$ cat src/rtl/mul_div_unit.sv
// Multi-cycle 32-bit multiply/divide unit (multu/mult/divu/div) with architectural HI/LO.
// All add/subtract work is routed through two shared cla32 carry-lookahead adders.

module cla32 (
  input  logic [31:0] a,
  input  logic [31:0] b,
  input  logic        ci,
  output logic [31:0] sum,
  output logic        co
);
  logic [31:0] g, p;
  logic [7:0]  grp_g, grp_p;
  logic [8:0]  grp_c;
  logic [32:0] c;

  assign g = a & b;
  assign p = a ^ b;

  // Group generate/propagate over 4-bit blocks, lookahead across blocks.
  always_comb begin
    grp_g = '0;
    grp_p = '0;
    grp_c = '0;
    c     = '0;
    for (int k = 0; k < 8; k++) begin
      grp_g[k] = g[4*k+3] | (p[4*k+3] & g[4*k+2]) | (p[4*k+3] & p[4*k+2] & g[4*k+1]) |
                 (p[4*k+3] & p[4*k+2] & p[4*k+1] & g[4*k]);
      grp_p[k] = &p[4*k +: 4];
    end
    grp_c[0] = ci;
    for (int k = 0; k < 8; k++) begin
      grp_c[k+1] = grp_g[k] | (grp_p[k] & grp_c[k]);
    end
    for (int k = 0; k < 8; k++) begin
      c[4*k] = grp_c[k];
      for (int j = 0; j < 3; j++) begin
        c[4*k+j+1] = g[4*k+j] | (p[4*k+j] & c[4*k+j]);
      end
    end
    c[32] = grp_c[8];
  end

  assign sum = p ^ c[31:0];
  assign co  = c[32];
endmodule

// state | meaning
// IDLE  | waiting for start; mthi/mtlo writes accepted
// PREP  | take operand magnitudes for signed ops, record result signs
// RUN   | 32 shift-add or restoring-divide iterations
// FIX   | apply sign / divide-by-zero override, write HI/LO, pulse done
module mul_div_unit (
  input  logic        clk,
  input  logic        rst_n,
  input  logic        start,
  input  logic [1:0]  op,
  input  logic [31:0] a,
  input  logic [31:0] b,
  input  logic        hi_we,
  input  logic        lo_we,
  input  logic [31:0] wdata,
  output logic        busy,
  output logic        done,
  output logic        div_by_zero,
  output logic [31:0] hi,
  output logic [31:0] lo
);
  typedef enum logic [1:0] {IDLE, PREP, RUN, FIX} state_t;

  state_t      state_q, state_d;
  logic [4:0]  cnt;
  logic [1:0]  op_r;
  logic [31:0] acc_hi, acc_lo, opnd, a_orig;
  logic        neg_q, neg_r;

  logic [31:0] add0_a, add0_b, add0_sum, add1_a, add1_b, add1_sum;
  logic        add0_ci, add0_co, add1_ci, add1_co_unused;
  logic [31:0] r_sh;
  logic        r_msb;

  assign r_sh  = {acc_hi[30:0], acc_lo[31]};
  assign r_msb = acc_hi[31];
  assign busy  = (state_q != IDLE);

  cla32 u_add0 (.a(add0_a), .b(add0_b), .ci(add0_ci), .sum(add0_sum), .co(add0_co));
  cla32 u_add1 (.a(add1_a), .b(add1_b), .ci(add1_ci), .sum(add1_sum), .co(add1_co_unused));

  always_ff @(posedge clk) begin
    if (!rst_n) state_q <= IDLE;
    else        state_q <= state_d;
  end

  always_comb begin
    state_d = state_q;
    add0_a  = '0;
    add0_b  = '0;
    add0_ci = 1'b0;
    add1_a  = '0;
    add1_b  = '0;
    add1_ci = 1'b0;
    case (state_q)
      IDLE: if (start) state_d = PREP;
      PREP: begin
        state_d = RUN;
        add0_a  = ~acc_lo;
        add0_ci = 1'b1;
        add1_a  = ~opnd;
        add1_ci = 1'b1;
      end
      RUN: begin
        if (cnt == 5'd31) state_d = FIX;
        if (!op_r[1]) begin
          add0_a = acc_hi;
          add0_b = acc_lo[0] ? opnd : 32'd0;
        end else begin
          add0_a  = r_sh;
          add0_b  = ~opnd;
          add0_ci = 1'b1;
        end
      end
      FIX: begin
        state_d = IDLE;
        // Divide negates Q and R independently; multiply chains low carry into high half.
        add0_a  = ~acc_lo;
        add0_ci = 1'b1;
        add1_a  = ~acc_hi;
        add1_ci = op_r[1] ? 1'b1 : add0_co;
      end
      default: state_d = IDLE;
    endcase
  end

  always_ff @(posedge clk) begin
    if (!rst_n) begin
      hi          <= '0;
      lo          <= '0;
      done        <= 1'b0;
      div_by_zero <= 1'b0;
      cnt         <= '0;
      op_r        <= '0;
      acc_hi      <= '0;
      acc_lo      <= '0;
      opnd        <= '0;
      a_orig      <= '0;
      neg_q       <= 1'b0;
      neg_r       <= 1'b0;
    end else begin
      done <= (state_q == FIX);
      case (state_q)
        IDLE: begin
          if (hi_we) hi <= wdata;
          if (lo_we) lo <= wdata;
          if (start) begin
            op_r        <= op;
            acc_lo      <= a;
            opnd        <= b;
            a_orig      <= a;
            div_by_zero <= op[1] & (b == 32'd0);
          end
        end
        PREP: begin
          acc_lo <= (op_r[0] & acc_lo[31]) ? add0_sum : acc_lo;
          opnd   <= (op_r[0] & opnd[31]) ? add1_sum : opnd;
          acc_hi <= '0;
          neg_q  <= op_r[0] & (acc_lo[31] ^ opnd[31]);
          neg_r  <= op_r[0] & acc_lo[31];
          cnt    <= '0;
        end
        RUN: begin
          cnt <= cnt + 5'd1;
          if (!op_r[1]) begin
            acc_hi <= {add0_co, add0_sum[31:1]};
            acc_lo <= {add0_sum[0], acc_lo[31:1]};
          end else if (r_msb | add0_co) begin
            acc_hi <= add0_sum;
            acc_lo <= {acc_lo[30:0], 1'b1};
          end else begin
            acc_hi <= r_sh;
            acc_lo <= {acc_lo[30:0], 1'b0};
          end
        end
        FIX: begin
          if (op_r[1] && div_by_zero) begin
            hi <= a_orig;
            lo <= 32'hFFFF_FFFF;
          end else if (op_r == 2'b11) begin
            hi <= neg_r ? add1_sum : acc_hi;
            lo <= neg_q ? add0_sum : acc_lo;
          end else if (op_r == 2'b01 && neg_q) begin
            hi <= add1_sum;
            lo <= add0_sum;
          end else begin
            hi <= acc_hi;
            lo <= acc_lo;
          end
        end
        default: ;
      endcase
    end
  end
endmodule
$ cat config.mk
export PLATFORM = sky130hd
export DESIGN_NAME = mul_div_unit
export DESIGN_NICKNAME = d
export VERILOG_FILES = /design/src/rtl/mul_div_unit.sv
export SDC_FILE = /design/constraint.sdc
export NUM_CORES = 1
export LEC_CHECK = 0
export ABC_AREA = 1
export BUFFER_PORTS_ARGS = -buffer_cell sky130_fd_sc_hd__clkbuf_2
export CORE_UTILIZATION = 55
export CTS_CLUSTER_DIAMETER = 40
export DETAILED_ROUTE_END_ITERATION = 10
export PLACE_DENSITY = 0.81
export SKIP_LAST_GASP = 1
export SLEW_MARGIN = 20
export SYNTH_ARGS = -nofsm -noshare
export SYNTH_HDL_FRONTEND = slang
export SYNTH_HIERARCHICAL = 1
export SYNTH_SLANG_ARGS = --single-unit
$ cat constraint.sdc
create_clock -name clk -period 6 [get_ports clk]
set_input_delay 1.2 -clock clk [delete_from_list [all_inputs] [get_ports clk]]
set_output_delay 1.2 -clock clk [all_outputs]
set_load 0.02 [all_outputs]
==> results.json <==
{
  "period_share": 0.9873,
  "drc_errors": 0,
  "die_height_um": 177.5,
  "die_w_um": 177.5,
  "clock_latency_ns": 0.54,
  "r2r-start": "state_q[0]",
  "drt-total-wl_um": 63260,
  "dr.pass1.iters": 8,
  "holdCritPathClass": "register to register",
  "grt_overflow": 0,
  "syn_inst": 2701,
  "min_delay_path_depth": 2,
  "syn_to_final_growth_pct": 18.55,
  "synth_area_per_cell_um2": 6.271,
  "min_period_ns": 5.924,
  "p_seq_frac": 0.228,
  "reg2reg_slack_ns": 0.08,
  "maxSlewViolCount": 0,
  "combPwrFrac": 0.557,
  "r2r_cells": 51,
  "num_rows": 63,
  "critPathLaunchType": "register",
  "first_global_vias": 17585,
  "grt_pass1_wl_um": 95350,
  "h-tree-depth": 2,
  "antenna_found_initial": 0,
  "p_sw_frac": 0.5040,
  "max_freq_ghz": 0.1688,
  "grt_start_max_net_pins": 108,
  "min_from": "a_orig[9]",
  "post_route_cells_drive_above_1_share": 0.1690,
  "routedWlPerCell_um": 19.26,
  "vias": 20206,
  "max_stage_delay_ns": 0.54,
  "criticalPathCategory": "register to register",
  "initial_core_util": 0.5655,
  "end_kind": "register",
  "io_pins": 170,
  "cp_top_family": "simple AND/OR/NAND/NOR gates",
  "slowest_stage": "fa_2",
  "ys.warnings.count": 6,
  "hold_buffers": 0,
  "cts_buffer_depth": 3,
  "via_per_inst": 6.153,
  "setup_violations": 0,
  "fp.dieArea_um2": 31500,
  "cts_inserted_buffers": 38,
  "p_leak_nw": 9.318,
  "synth_area_um2": 16940,
  "rsz0062_at_grt": "true",
  "portBuffers": 169,
  "r2r_end": "hi[30]",
  "crit_top_cell": "nand2_2",
  "finalSetupTns_ns": 0,
  "powerDensity_nw_per_um2": 484.6,
  "cap_violations": 0,
  "core_um2": 29950,
  "skew_ns": 0.02969,
  "finalHoldWorstSlack_ns": 0.4539,
  "p_int_mw": 4.828,
  "tightest_slew_ns": 1.155,
  "hold_path_end": "a_orig[9]",
  "gp_congestion": 0.9647,
  "status": "complete, no violations",
  "drt_iter0_markers": 2973,
  "crit_fanout": 5,
  "clk_pin_slew_ns": 0.06,
  "final_util": 0.6704,
  "ctsRootBufferMaster": "clkbuf_16",
  "crit_arrival_ns": 6.40,
  "final-hold-violation-count": 0,
  "slew_headroom": 0.2292,
  "p_sw_mw": 4.904,
  "cp_num_buf_inv": 5,
  "cts_tree": "built",
  "cp.required_ns": 6.48,
  "layout.nets": 3085,
  "drtAntennaViolNets": 0,
  "p_clk_frac": 0.214,
  "antenna_cells": 0,
  "worst_ir_drop_vdd_mv": 0.2714,
  "hpwl_um": 40940,
  "cts_sinks": 205,
  "grt_usage": 0.3817
}
-- tightest hold or removal path: stages (launching register included) --
cell and delay [ns]:
dfxtp_1 0.29, inv_1 0.06, a21oi_1 0.05
-- metal layers --
layer | track usage | wire [µm] | vias to the layer above
li1 | - | - | 9160
met1 | 0.5423 | 24760 | 9132
met2 | 0.5544 | 26460 | 1697
met3 | 0.1060 | 9983 | 217
met4 | 0.1182 | 2059 | 0
met5 | 0 | 0 | -
-- final cells by class --
type	instances	area, µm²
multi-input cells	2108	11560
fillers	2571	9873
flip-flops and latches	205	4116
repair buffers	267	1748
clock buffers	45	1008
inverters	244	924.6
well taps	390	488.0
clock inverters	24	224.0
repair inverters	1	7.507
-- registers in the layout, summed over array words and instances, names as in the netlist, 2 cells and up --
register  count
acc_hi       32
cnt           5
lo           32
opnd         32
hi           32
a_orig       32
op_r          2
acc_lo       32
state_q       2
-- layout by cell type, fill, tap and decap left out, drive strengths merged, types with 11 or more instances in the layout --
cell type / instances
ha: 69
nand3: 180
inv: 247
a21oi: 291
buf: 95
conb: 53
o21ai: 265
dfxtp: 205
o211ai: 60
xor2: 11
clkbuf: 217
o32ai: 31
nor2: 275
nand2: 758
fa: 48
a31oi: 36
clkinv: 15
-- power by group through the flow --
stage / Combinational, mW / Clock [mW] / Sequential (mW)
5_1_grt: 5.88 / 2.15 / 2.26
4_1_cts: 4.93 / 2.08 / 2.18
3_5_place_dp: 4.87 / 0 / 2.20
6_report: 5.43 / 2.08 / 2.22
2_1_floorplan: 3.46 / 0 / 2.21
3_3_place_gp: 4.74 / 0 / 2.18
-- through the flow --
step | total power [mW] | std cells | setup WS (ns) | area (µm²)
2_1_floorplan | 5.666 | 2753 | 0.3959 | 17130
3_3_place_gp | 6.925 | 3189 | 0.1247 | 18090
3_5_place_dp | 7.068 | 3189 | -0.1027 | 18090
4_1_cts | 9.183 | 3259 | 0.02458 | 19360
5_1_grt | 10.29 | 3284 | -0.1327 | 20080
6_report | 9.732 | 3284 | 0.07619 | 20080
-- how the worst max path moves through the flow --
stage	cells after the start	to	start	slack (ns)
floorplan	55	hi[31]	state_q[0]	0.40
global placement	48	hi[31]	state_q[1]	0.12
global route	52	hi[26]	state_q[0]	-0.13
CTS	47	hi[27]	state_q[1]	0.02
finish	51	hi[30]	state_q[0]	0.08
detailed placement	45	hi[31]	state_q[1]	-0.10
-- what timing repair did --
item                                    CTS  global route
buffers inserted                          1            20
pin swaps                                 1            62
endpoints found under the setup margin    7            23
gates cloned                              0             5
resized for setup                         5           111
No activity file was read; power rests on OpenSTA's default activity.
